===== src/rtl/wb_writer.sv =====
// Writeback buffer: circular FIFO of {rd, data} results draining one per cycle into the register file.
// Optional store-to-read bypass of pending entries is enabled by defining WB_WRITER_BYPASS_EN.
module wb_writer #(
    parameter int unsigned DEPTH = 4
) (
    input  logic                     clk,
    input  logic                     reset,
    input  logic                     stallM,
    input  logic                     in_valid,
    output logic                     in_ready,
    input  logic [4:0]               in_rd,
    input  logic [63:0]              in_data,
    output logic                     W_en,
    output logic [4:0]               Rd,
    output logic [63:0]              Wr_data,
    input  logic [4:0]               Rs1,
    input  logic [4:0]               Rs2,
    output logic                     fwd_hit1,
    output logic                     fwd_hit2,
    output logic [63:0]              fwd_data1,
    output logic [63:0]              fwd_data2,
    output logic [$clog2(DEPTH):0]   count
);

    localparam int unsigned PW = $clog2(DEPTH);
    localparam int unsigned CW = PW + 1;

    logic [PW-1:0] head_q, head_d;
    logic [PW-1:0] tail_q, tail_d;
    logic [CW-1:0] count_q, count_d;
    logic [4:0]    rd_mem_q   [DEPTH];
    logic [4:0]    rd_mem_d   [DEPTH];
    logic [63:0]   data_mem_q [DEPTH];
    logic [63:0]   data_mem_d [DEPTH];

    logic accept;
    logic push;
    logic pop;

    // in_ready depends only on registered occupancy, never on stallM
    assign in_ready = (count_q < CW'(DEPTH));
    assign accept   = in_valid && in_ready;
    assign push     = accept && (in_rd != 5'd0);
    assign pop      = W_en;

    assign W_en    = (count_q != '0) && !stallM;
    assign Rd      = (count_q != '0) ? rd_mem_q[head_q]   : '0;
    assign Wr_data = (count_q != '0) ? data_mem_q[head_q] : '0;
    assign count   = count_q;

    always_comb begin
        head_d     = head_q;
        tail_d     = tail_q;
        count_d    = count_q;
        rd_mem_d   = rd_mem_q;
        data_mem_d = data_mem_q;
        if (push) begin
            rd_mem_d[tail_q]   = in_rd;
            data_mem_d[tail_q] = in_data;
            tail_d             = tail_q + PW'(1);
        end
        if (pop) begin
            head_d = head_q + PW'(1);
        end
        unique case ({push, pop})
            2'b10:   count_d = count_q + CW'(1);
            2'b01:   count_d = count_q - CW'(1);
            default: count_d = count_q;
        endcase
    end

    always_ff @(posedge clk or negedge reset) begin
        if (!reset) begin
            head_q  <= '0;
            tail_q  <= '0;
            count_q <= '0;
        end else begin
            head_q  <= head_d;
            tail_q  <= tail_d;
            count_q <= count_d;
        end
    end

    // Entry storage needs no reset: every read of it is qualified by count_q
    always_ff @(posedge clk) begin
        rd_mem_q   <= rd_mem_d;
        data_mem_q <= data_mem_d;
    end

`ifdef WB_WRITER_BYPASS_EN
    logic [PW-1:0] idx;

    // Walk oldest to youngest so the youngest matching entry wins
    always_comb begin
        idx       = '0;
        fwd_hit1  = 1'b0;
        fwd_hit2  = 1'b0;
        fwd_data1 = '0;
        fwd_data2 = '0;
        for (int unsigned i = 0; i < DEPTH; i++) begin
            idx = head_q + PW'(i);
            if (CW'(i) < count_q) begin
                if ((Rs1 != 5'd0) && (rd_mem_q[idx] == Rs1)) begin
                    fwd_hit1  = 1'b1;
                    fwd_data1 = data_mem_q[idx];
                end
                if ((Rs2 != 5'd0) && (rd_mem_q[idx] == Rs2)) begin
                    fwd_hit2  = 1'b1;
                    fwd_data2 = data_mem_q[idx];
                end
            end
        end
    end
`else
    assign fwd_hit1  = 1'b0;
    assign fwd_hit2  = 1'b0;
    assign fwd_data1 = '0;
    assign fwd_data2 = '0;
`endif

endmodule

===== config.mk =====
export PLATFORM = sky130hd
export DESIGN_NAME = wb_writer
export DESIGN_NICKNAME = d
export VERILOG_FILES = /design/src/rtl/wb_writer.sv
export SDC_FILE = /design/constraint.sdc
export NUM_CORES = 1
export LEC_CHECK = 0
export ABC_AREA = 1
export BUFFER_PORTS_ARGS = -buffer_cell sky130_fd_sc_hd__clkbuf_2
export CORE_UTILIZATION = 55
export DETAILED_ROUTE_END_ITERATION = 10
export PLACE_DENSITY = 0.9
export SLEW_MARGIN = 20
export SYNTH_ARGS = -nofsm -noshare
export SYNTH_HDL_FRONTEND = slang
export SYNTH_SLANG_ARGS = --single-unit

===== constraint.sdc =====
create_clock -name clk -period 5.05 [get_ports clk]
set_clock_uncertainty 0.1 [all_clocks]
set_input_delay 1.01 -clock clk [delete_from_list [all_inputs] [get_ports clk]]
set_output_delay 1.01 -clock clk [all_outputs]
set_load 0.05 [all_outputs]

==> results.py, run 1 <==
metrics = {
    "cts": {
        "clk_path_buf_depth": 3,
        "cts_buffers": 27,
        "clk-insertion-delay-late_ns": 0.52,
        "cts_root_buf": "clkbuf_16",
        "clk_pin_slew_ns": 0.07,
        "cts_hold_buf": 0,
        "cts_tree": "built",
        "cts_sinks": 283,
        "cts-resized-gates": 0,
        "h-tree-depth": 1,
        "post_cts_buffers": 0,
    },
    "worst_hold_path": {
        "hp-class": "in2async",
    },
    "setup_path": {
        "worst_setup_path_end_kind": "output pin",
        "worst-setup-path-type": "reg2out",
        "reg2reg_depth": 4,
        "crit_end": "Wr_data[39]",
        "worstSetupStartpoint": "head_q[0]$_DFFE_PN0P_",
        "reg2reg_to": "data_mem_q[215]$_DFFE_PP_",
        "r2r_setup_slack_ns": 2.49,
        "rr_startpoint": "count[2]$_DFFE_PN0P_",
        "cp.arrival_ns": 2.94,
        "worstSetupStartpointType": "flip-flop",
        "path_max_fanout": 92,
        "critPathRequiredTime_ns": 3.94,
    },
    "final_layout": {
        "layout.cells.non_filler": 1759,
        "mostFrequentLayoutCells": "inv_1, nand2_1, edfxtp_1",
        "finalNetCount": 1507,
        "drive_above_1_share": 0.1529,
        "final_common_cell": "inv_1",
        "area_delta_synth_final_pct": 9.781,
        "fillers": 1741,
        "design_area_um2": 14510,
    },
    "global_route": {
        "grt_pass1_wl_mm": 41.70,
        "antenna_found_initial": 1,
        "met3_usage": 0.03882,
        "grt_max_degree": 93,
        "met2_usage": 0.3843,
        "grt_use_met1": 0.2657,
        "grtUsageTotal": 0.2203,
        "overflow": 0,
        "grt_pass1_vias": 8550,
        "grt-busiest-layer": "met2",
    },
    "routing": {
        "drt_first_pass_iters": 8,
        "ant_nets": 0,
        "vias": 8613,
        "wire_per_inst_um": 15.40,
        "remaining_drc_errors": 0,
        "drt_iter0_drc": 651,
        "drt_wl_total_mm": 27.10,
        "vias_per_cell": 4.897,
    },
    "floorplanning": {
        "die-area_um2": 24650,
        "num_io_pins": 287,
        "dieWidth_um": 157.0,
        "fp.dieH_um": 157.0,
        "core-area_um2": 23540,
        "placementRows": 56,
        "start_util": 0.5613,
    },
    "sta": {
        "setup_violations": 0,
        "period_share": 0.8020,
        "fin_setup_tns_ns": 0,
        "slew_headroom": 0.2678,
        "hold_violations": 0,
        "hold-worst-slack_ns": 0.2118,
        "layout_min_cycle_time_ns": 4.050,
        "fmax_mhz": 246.9,
        "maxSlewViolCount": 0,
        "worst_pin_slew_ns": 1.098,
        "rsz0062_at_grt": "false",
    },
    "power_and_ir_drop": {
        "intPower_w": 0.004968,
        "ir_drop_v": 0.0005639,
        "switchingPower_w": 0.004708,
        "power_frac_seq": 0.325,
        "p_leak_nw": 6.791,
        "p_comb_frac": 0.483,
        "pwr-share-clk": 0.191,
        "p_per_area_nw_per_um2": 666.9,
        "switching_share": 0.4865,
    },
    "job": {
        "cap_violations": 0,
    },
    "outcome": {
        "status": "completed",
    },
    "place": {
        "place_area_um2": 13690,
        "io_buffers": 146,
        "gp_congestion": 0.7373,
        "placed_cells": 1708,
        "hpwl_mm": 15.93,
    },
    "synthesis": {
        "ys_seq_area_frac": 0.6404,
        "yosys_warnings": 0,
        "synth_area_um2": 13220,
        "ys_ff_latch": 283,
        "synthCells": 1283,
        "synth_cell_types": 21,
        "avgSynthCellArea_um2": 10.30,
    },
}
-- flip-flops by register name (all words and copies together) (netlist names) --
name and flops:
count 3, data_mem_q 256, rd_mem_q 20, tail_q 2, head_q 2
-- through the flow --
step	setup WS, ns	utilization	total power [W]
5_1_grt	0.8169	0.6162	0.01015
2_1_floorplan	0.2142	-	0.006914
6_report	1.000	0.6162	0.009676
3_3_place_gp	1.591	0.5815	0.007727
3_5_place_dp	1.556	0.5815	0.007852
4_1_cts	0.9754	0.6161	0.009713
-- cells in the mapped netlist --
master | number | area share
inv_1 | 292 | 0.083
nor2_1 | 7 | 0.0020
clkbuf_1 | 14 | 0.0040
inv_2 | 2 | 0.00057
nand3_1 | 143 | 0.054
edfxtp_1 | 276 | 0.63
nand4_1 | 1 | 0.00047
buf_2 | 18 | 0.0068
buf_4 | 139 | 0.079
ha_1 | 5 | 0.0047
buf_1 | 2 | 0.00057
conb_1 | 1 | 0.00028
xnor2_1 | 2 | 0.0013
buf_6 | 10 | 0.0085
a21oi_2 | 10 | 0.0066
o21ai_0 | 2 | 0.00076
dfrtp_1 | 7 | 0.013
a21oi_1 | 59 | 0.022
clkinv_2 | 1 | 0.00038
nand2_1 | 291 | 0.083
fa_1 | 1 | 0.0015
-- how the worst min path moves through the flow --
stage	startpoint	to	slack (ns)
final	reset	count[2]$_DFFE_PN0P_	0.21
after global routing	reset	count[1]$_DFFE_PN0P_	0.21
after CTS	reset	count[2]$_DFFE_PN0P_	0.20
after detailed placement	count[0]$_DFFE_PN0P_	count[0]$_DFFE_PN0P_	0.41
after global placement	count[0]$_DFFE_PN0P_	count[0]$_DFFE_PN0P_	0.39
after floorplan	tail_q[1]$_DFFE_PN0P_	tail_q[1]$_DFFE_PN0P_	0.39
-- cell type report --
| class | count | area, um2 | area share |
|---|---|---|---|
| Antenna cell | 1 | 2.502 | 0.0001725 |
| Clock buffer | 28 | 679.4 | 0.04683 |
| Clock inverter | 22 | 135.1 | 0.009314 |
| Inverter | 295 | 1111 | 0.07658 |
| Multi-Input combinational cell | 651 | 2851 | 0.1965 |
| Sequential cell | 283 | 8468 | 0.5837 |
| Tap cell | 319 | 399.1 | 0.02751 |
| Timing Repair Buffer | 160 | 860.8 | 0.05934 |
-- critical path: stages (launching register included) --
cell and delay [ns]:
dfrtp_4 0.84, buf_4 0.89, nand2_1 0.17, nand3_1 0.15, a21oi_1 0.08, clkbuf_2 0.25
-- logic make-up after synthesis --
kind of cell               Yosys count  share of synthesized area
buffers and inverters              478                     0.1827
and+or+nand+nor                    442                     0.1393
xor gates and xnor gates             2                   0.001326
AOI/OAI and AO/OA                   71                    0.02973
DFF                                283                     0.6404
other                                1                  0.0002838
adders and majority gates            6                   0.006249
-- power by group through the flow --
stage	Sequential, W	Combinational, W	Clock (W)
2_1_floorplan	0.00317	0.00375	0
3_3_place_gp	0.00317	0.00456	0
3_5_place_dp	0.00319	0.00466	0
4_1_cts	0.00315	0.00469	0.00187
5_1_grt	0.00317	0.00500	0.00197
6_report	0.00315	0.00468	0.00185
-- layer usage --
metal | vias up | share of wire
met5 | - | 0
li1 | 4046 | -
met4 | 0 | 0.036
met1 | 4008 | 0.37
met2 | 475 | 0.51
met3 | 84 | 0.089
(Power assumes the default switching activity.)
==> run 2: changes to the inputs <==
==> constraint.sdc (replaced) <==
create_clock -name clk -period 4.1 [get_ports clk]
set_clock_uncertainty 0.1 [all_clocks]
set_input_delay 0.82 -clock clk [delete_from_list [all_inputs] [get_ports clk]]
set_output_delay 0.82 -clock clk [all_outputs]
set_load 0.05 [all_outputs]
==> results.py, run 2 (synthesis gave the netlist of run 1 again) <==
metrics = {
    "final_layout": {
        "largest_reg_flops": 256,
        "regMostFlops": "data_mem_q",
        "utilization": 0.6254,
        "finalNetCount": 1510,
        "design_area_um2": 14720,
        "mostFrequentLayoutCells": "inv_1, nand2_1, edfxtp_1",
        "multi_input_area_um2": 2851,
        "final_common_cell": "inv_1",
        "drive_above_1_share": 0.1566,
        "area_delta_synth_final_pct": 11.41,
        "seqCellArea_um2": 8468,
        "fillers": 1732,
    },
    "global_route": {
        "grt_pass1_vias": 8276,
        "antenna_found_initial": 2,
        "met2_usage": 0.3892,
        "overflow": 0,
        "met3_usage": 0.04240,
        "grt_max_degree": 75,
        "grt_use_met1": 0.2607,
        "grt-busiest-layer": "met2",
        "grtUsageTotal": 0.2188,
        "grt_pass1_wl_mm": 41.28,
    },
    "power_and_ir_drop": {
        "switching_share": 0.4734,
        "ir_drop_v": 0.0007323,
        "power_w": 0.01232,
        "p_leak_nw": 6.877,
        "switchingPower_w": 0.005830,
        "pwr-share-clk": 0.215,
        "intPower_w": 0.006486,
        "p_per_area_nw_per_um2": 836.5,
        "p_comb_frac": 0.475,
        "power_frac_seq": 0.310,
    },
    "setup_path": {
        "worst-setup-path-type": "reg2out",
        "path_max_fanout": 65,
        "crit_slowest_cell": "dfrtp_4",
        "critPathRequiredTime_ns": 3.18,
        "slowest_delay_ns": 0.61,
        "cp.arrival_ns": 2.43,
        "worst_setup_path_end_kind": "output pin",
        "worstSetupStartpointType": "flip-flop",
        "path_cells": "inv_4 > buf_4 > nand2_1 > nand3_1 > a21oi_1 > clkbuf_2",
    },
    "sta": {
        "maxSlewViolCount": 0,
        "postLayoutSetupSlackWorst_ns": 0.7486,
        "hold_violations": 0,
        "setup_violations": 0,
        "hold-worst-slack_ns": 0.01038,
        "slew_headroom": 0.3747,
        "fmax_mhz": 298.4,
        "worst_pin_slew_ns": 0.9379,
        "period_share": 0.8174,
        "rsz0062_at_grt": "false",
        "layout_min_cycle_time_ns": 3.351,
    },
    "cts": {
        "cts_tree": "built",
        "clk_pin_slew_ns": 0.06,
        "cts_buffers": 28,
        "h-tree-depth": 1,
        "cts_hold_buf": 0,
        "post_cts_buffers": 0,
        "cts-resized-gates": 0,
        "clk-insertion-delay-late_ns": 0.54,
        "cts_root_buf": "clkbuf_16",
        "cts_sinks": 283,
        "clk_path_buf_depth": 3,
    },
    "routing": {
        "remaining_drc_errors": 0,
        "vias_per_cell": 4.871,
        "drt_first_pass_iters": 5,
        "drt_wl_total_mm": 27.05,
        "drt_iter0_drc": 541,
        "vias": 8592,
        "wire_per_inst_um": 15.34,
        "ant_nets": 0,
    },
    "floorplanning": {
        "num_io_pins": 287,
        "start_util": 0.5613,
        "fp.dieH_um": 157.0,
        "dieWidth_um": 157.0,
        "die-area_um2": 24650,
        "placementRows": 56,
        "core-area_um2": 23540,
    },
    "place": {
        "gp_congestion": 0.7523,
        "hpwl_mm": 15.50,
        "place_area_um2": 13760,
        "io_buffers": 146,
        "pre_cts_slack_ns": 1.137,
    },
    "worst_hold_path": {
        "hp-class": "in2async",
    },
    "outcome": {
        "status": "completed",
    },
    "job": {
        "cap_violations": 0,
    },
}
[run 2: cell count changes in the layout (fill, tap and decap cells not counted)]
| cell | before | now |
|---|---|---|
| clkinv_2 | 11 | 10 |
| bufinv_16 | 1 | 5 |
| inv_6 | 2 | 0 |
| diode_2 | 1 | 2 |
| clkinvlp_4 | 1 | 2 |
| clkbuf_16 | 27 | 29 |
| clkbuf_1 | 1 | 4 |
| buf_12 | 2 | 6 |
| clkinv_1 | 8 | 3 |
| buf_4 | 12 | 10 |
[run 2: critical path: cells and delay by family, from the launching register on]
kind,cells,cell delay [ns]
flops,1,0.61
buf+inv,3,0.91
simple gates,2,0.24
compound gates,1,0.11
[run 2: layout make-up]
cell class	count	share of cell area
clock buffers	33	0.05031
flip-flops and latches	283	0.5752
diodes	2	0.0003399
inverters	295	0.07547
well taps	319	0.02711
multi-input cells	651	0.1937
clock inverters	19	0.01504
repair buffers	162	0.06289
[run 2: stage by stage]
stage	TNS (ns)	std cells
after floorplan	-150.65	1412
after global placement	0	1710
after detailed placement	0	1710
after CTS	0	1762
after global routing	0	1764
final	0	1764
[run 2: per-layer routing]
metal | vias to the layer above | part of all wire
li1 | 4072 | -
met3 | 62 | 0.081
met5 | - | 0
met4 | 0 | 0.025
met1 | 4046 | 0.37
met2 | 412 | 0.53
[run 2: path summary, 6_finish.rpt]
check                                             to  slack [ns]                  start  cells past startpoint
min                            head_q[1]$_DFFE_PN0P_        0.01                  reset                      1
min reg2reg                     count[0]$_DFFE_PN0P_        0.42   count[0]$_DFFE_PN0P_                      1
max reg2reg                 data_mem_q[17]$_DFFE_PP_        1.58   count[2]$_DFFE_PN0P_                      4
max                                      Wr_data[61]        0.75  head_q[0]$_DFFE_PN0P_                      6
min in group clk           data_mem_q[180]$_DFFE_PP_        0.39            in_data[52]                      1
max in group asynchronous      head_q[0]$_DFFE_PN0P_        3.68                  reset                      1
[run 2: power groups by stage]
stage | sequential [W] | clock (W) | combinational, W
finish | 0.00382 | 0.00264 | 0.00585
global route | 0.00386 | 0.00277 | 0.00624
CTS | 0.00382 | 0.00267 | 0.00587
detailed placement | 0.00388 | 0 | 0.00581
global placement | 0.00385 | 0 | 0.00569
floorplan | 0.00390 | 0 | 0.00461
==> run 3: changes to the inputs <==
==> constraint.sdc (replaced) <==
create_clock -name clk -period 3.4 [get_ports clk]
set_clock_uncertainty 0.1 [all_clocks]
set_input_delay 0.68 -clock clk [delete_from_list [all_inputs] [get_ports clk]]
set_output_delay 0.68 -clock clk [all_outputs]
set_load 0.05 [all_outputs]
==> results.py, run 3 (synthesis gave the netlist of run 1 again) <==
metrics = {
    "power_and_ir_drop": {
        "pwr-share-clk": 0.191,
        "switchingPower_w": 0.006943,
        "switching_share": 0.4812,
        "p_per_area_nw_per_um2": 988.1,
        "p_leak_nw": 6.810,
        "intPower_w": 0.007487,
        "p_comb_frac": 0.489,
        "ir_drop_v": 0.001031,
        "power_frac_seq": 0.320,
        "power_w": 0.01443,
    },
    "final_layout": {
        "mostFrequentLayoutCells": "inv_1, nand2_1, edfxtp_1",
        "multi_input_area_um2": 2851,
        "regMostFlops": "data_mem_q",
        "area_delta_synth_final_pct": 10.51,
        "fillers": 1734,
        "drive_above_1_share": 0.1513,
        "final_common_cell": "inv_1",
        "design_area_um2": 14600,
        "finalNetCount": 1511,
        "largest_reg_flops": 256,
        "utilization": 0.6203,
        "seqCellArea_um2": 8468,
    },
    "cts": {
        "clk_path_buf_depth": 3,
        "cts_hold_buf": 1,
        "cts_sinks": 283,
        "clk-insertion-delay-late_ns": 0.52,
        "post_cts_buffers": 0,
        "cts_tree": "built",
        "cts_root_buf": "clkbuf_16",
        "clk_pin_slew_ns": 0.07,
        "cts-resized-gates": 0,
        "h-tree-depth": 1,
        "cts_buffers": 27,
    },
    "job": {
        "cap_violations": 0,
    },
    "floorplanning": {
        "die-area_um2": 24650,
        "placementRows": 56,
        "num_io_pins": 287,
        "start_util": 0.5613,
        "fp.dieH_um": 157.0,
        "dieWidth_um": 157.0,
        "core-area_um2": 23540,
    },
    "outcome": {
        "status": "completed",
    },
    "place": {
        "hpwl_mm": 15.74,
        "place_area_um2": 13780,
        "gp_congestion": 0.7834,
        "io_buffers": 146,
    },
    "setup_path": {
        "rr_startpoint": "count[2]$_DFFE_PN0P_",
        "reg2reg_to": "data_mem_q[151]$_DFFE_PP_",
        "worstSetupStartpointType": "flip-flop",
        "critPathRequiredTime_ns": 2.62,
        "worst_setup_path_end_kind": "output pin",
        "path_max_fanout": 66,
        "worst-setup-path-type": "reg2out",
        "reg2reg_depth": 4,
        "r2r_setup_slack_ns": 1.14,
        "cp.arrival_ns": 2.33,
    },
    "worst_hold_path": {
        "hp-class": "in2reg",
        "hold_path_end": "data_mem_q[178]$_DFFE_PP_",
        "hold-path-cell-count": 1,
        "min-delay-start": "in_data[50]",
    },
    "sta": {
        "hold_violations": 0,
        "maxSlewViolCount": 0,
        "hold-worst-slack_ns": 0.2670,
        "rsz0062_at_grt": "false",
        "setup_violations": 0,
        "fmax_mhz": 321.1,
        "layout_min_cycle_time_ns": 3.115,
        "period_share": 0.9160,
        "fin_setup_tns_ns": 0,
        "slew_headroom": 0.5767,
        "worst_pin_slew_ns": 0.6349,
    },
    "routing": {
        "vias": 8456,
        "drt_wl_total_mm": 26.51,
        "remaining_drc_errors": 0,
        "drt_iter0_drc": 535,
        "ant_nets": 0,
        "drt_first_pass_iters": 5,
        "wire_per_inst_um": 15.05,
        "vias_per_cell": 4.799,
    },
    "global_route": {
        "grt_pass1_wl_mm": 40.71,
        "overflow": 0,
        "grt_max_degree": 87,
        "grt_pass1_vias": 8312,
        "antenna_found_initial": 2,
        "grtUsageTotal": 0.2151,
    },
}
-- run 3: worst max path at each step --
stage	startpoint	depth (start not counted)	slack [ns]	to
after floorplan	in_valid	4	-1.11	data_mem_q[0]$_DFFE_PP_
after global placement	in_rd[1]	11	0.67	count[2]$_DFFE_PN0P_
after detailed placement	in_rd[1]	11	0.61	count[2]$_DFFE_PN0P_
after CTS	head_q[0]$_DFFE_PN0P_	6	0.27	Wr_data[56]
after global routing	head_q[0]$_DFFE_PN0P_	6	0.14	Wr_data[8]
final	head_q[0]$_DFFE_PN0P_	6	0.29	Wr_data[56]
-- run 3: power groups by stage --
| stage | Clock [W] | Combinational, W | Sequential, W |
|---|---|---|---|
| detailed placement | 0 | 0.00702 | 0.00469 |
| CTS | 0.00280 | 0.00707 | 0.00462 |
| floorplan | 0 | 0.00556 | 0.00471 |
| global route | 0.00293 | 0.00752 | 0.00466 |
| finish | 0.00276 | 0.00706 | 0.00461 |
| global placement | 0 | 0.00688 | 0.00466 |
-- run 3: area by class of cell --
cell class | instances | area share
Timing Repair Buffer | 164 | 0.06546
Inverter | 295 | 0.07608
Tap cell | 319 | 0.02733
Clock buffer | 39 | 0.05072
Clock inverter | 9 | 0.004969
Multi-Input combinational cell | 651 | 0.1953
Sequential cell | 283 | 0.5798
Antenna cell | 2 | 0.0003427
-- run 3: critical path: stages, from the launching register on --
cell      delay, ns
dfrtp_4        0.51
inv_4          0.37
buf_12         0.34
nand2_1        0.09
nand3_1        0.09
a21oi_1        0.10
clkbuf_2       0.28
-- run 3: metal layers --
layer,wire (um),part of all wire,GRT usage,vias up
li1,-,-,-,4050
met1,9957,0.38,0.2488,3895
met2,13610,0.51,0.3892,438
met3,2148,0.081,0.04157,73
met4,799,0.030,0.09108,0
met5,0,0,0,-
-- run 3: through the flow --
stage | std cells | worst slack (ns)
detailed placement | 1711 | 0.6079
CTS | 1760 | 0.2677
finish | 1762 | 0.2854
floorplan | 1412 | -1.106
global placement | 1711 | 0.6713
global route | 1762 | 0.1412
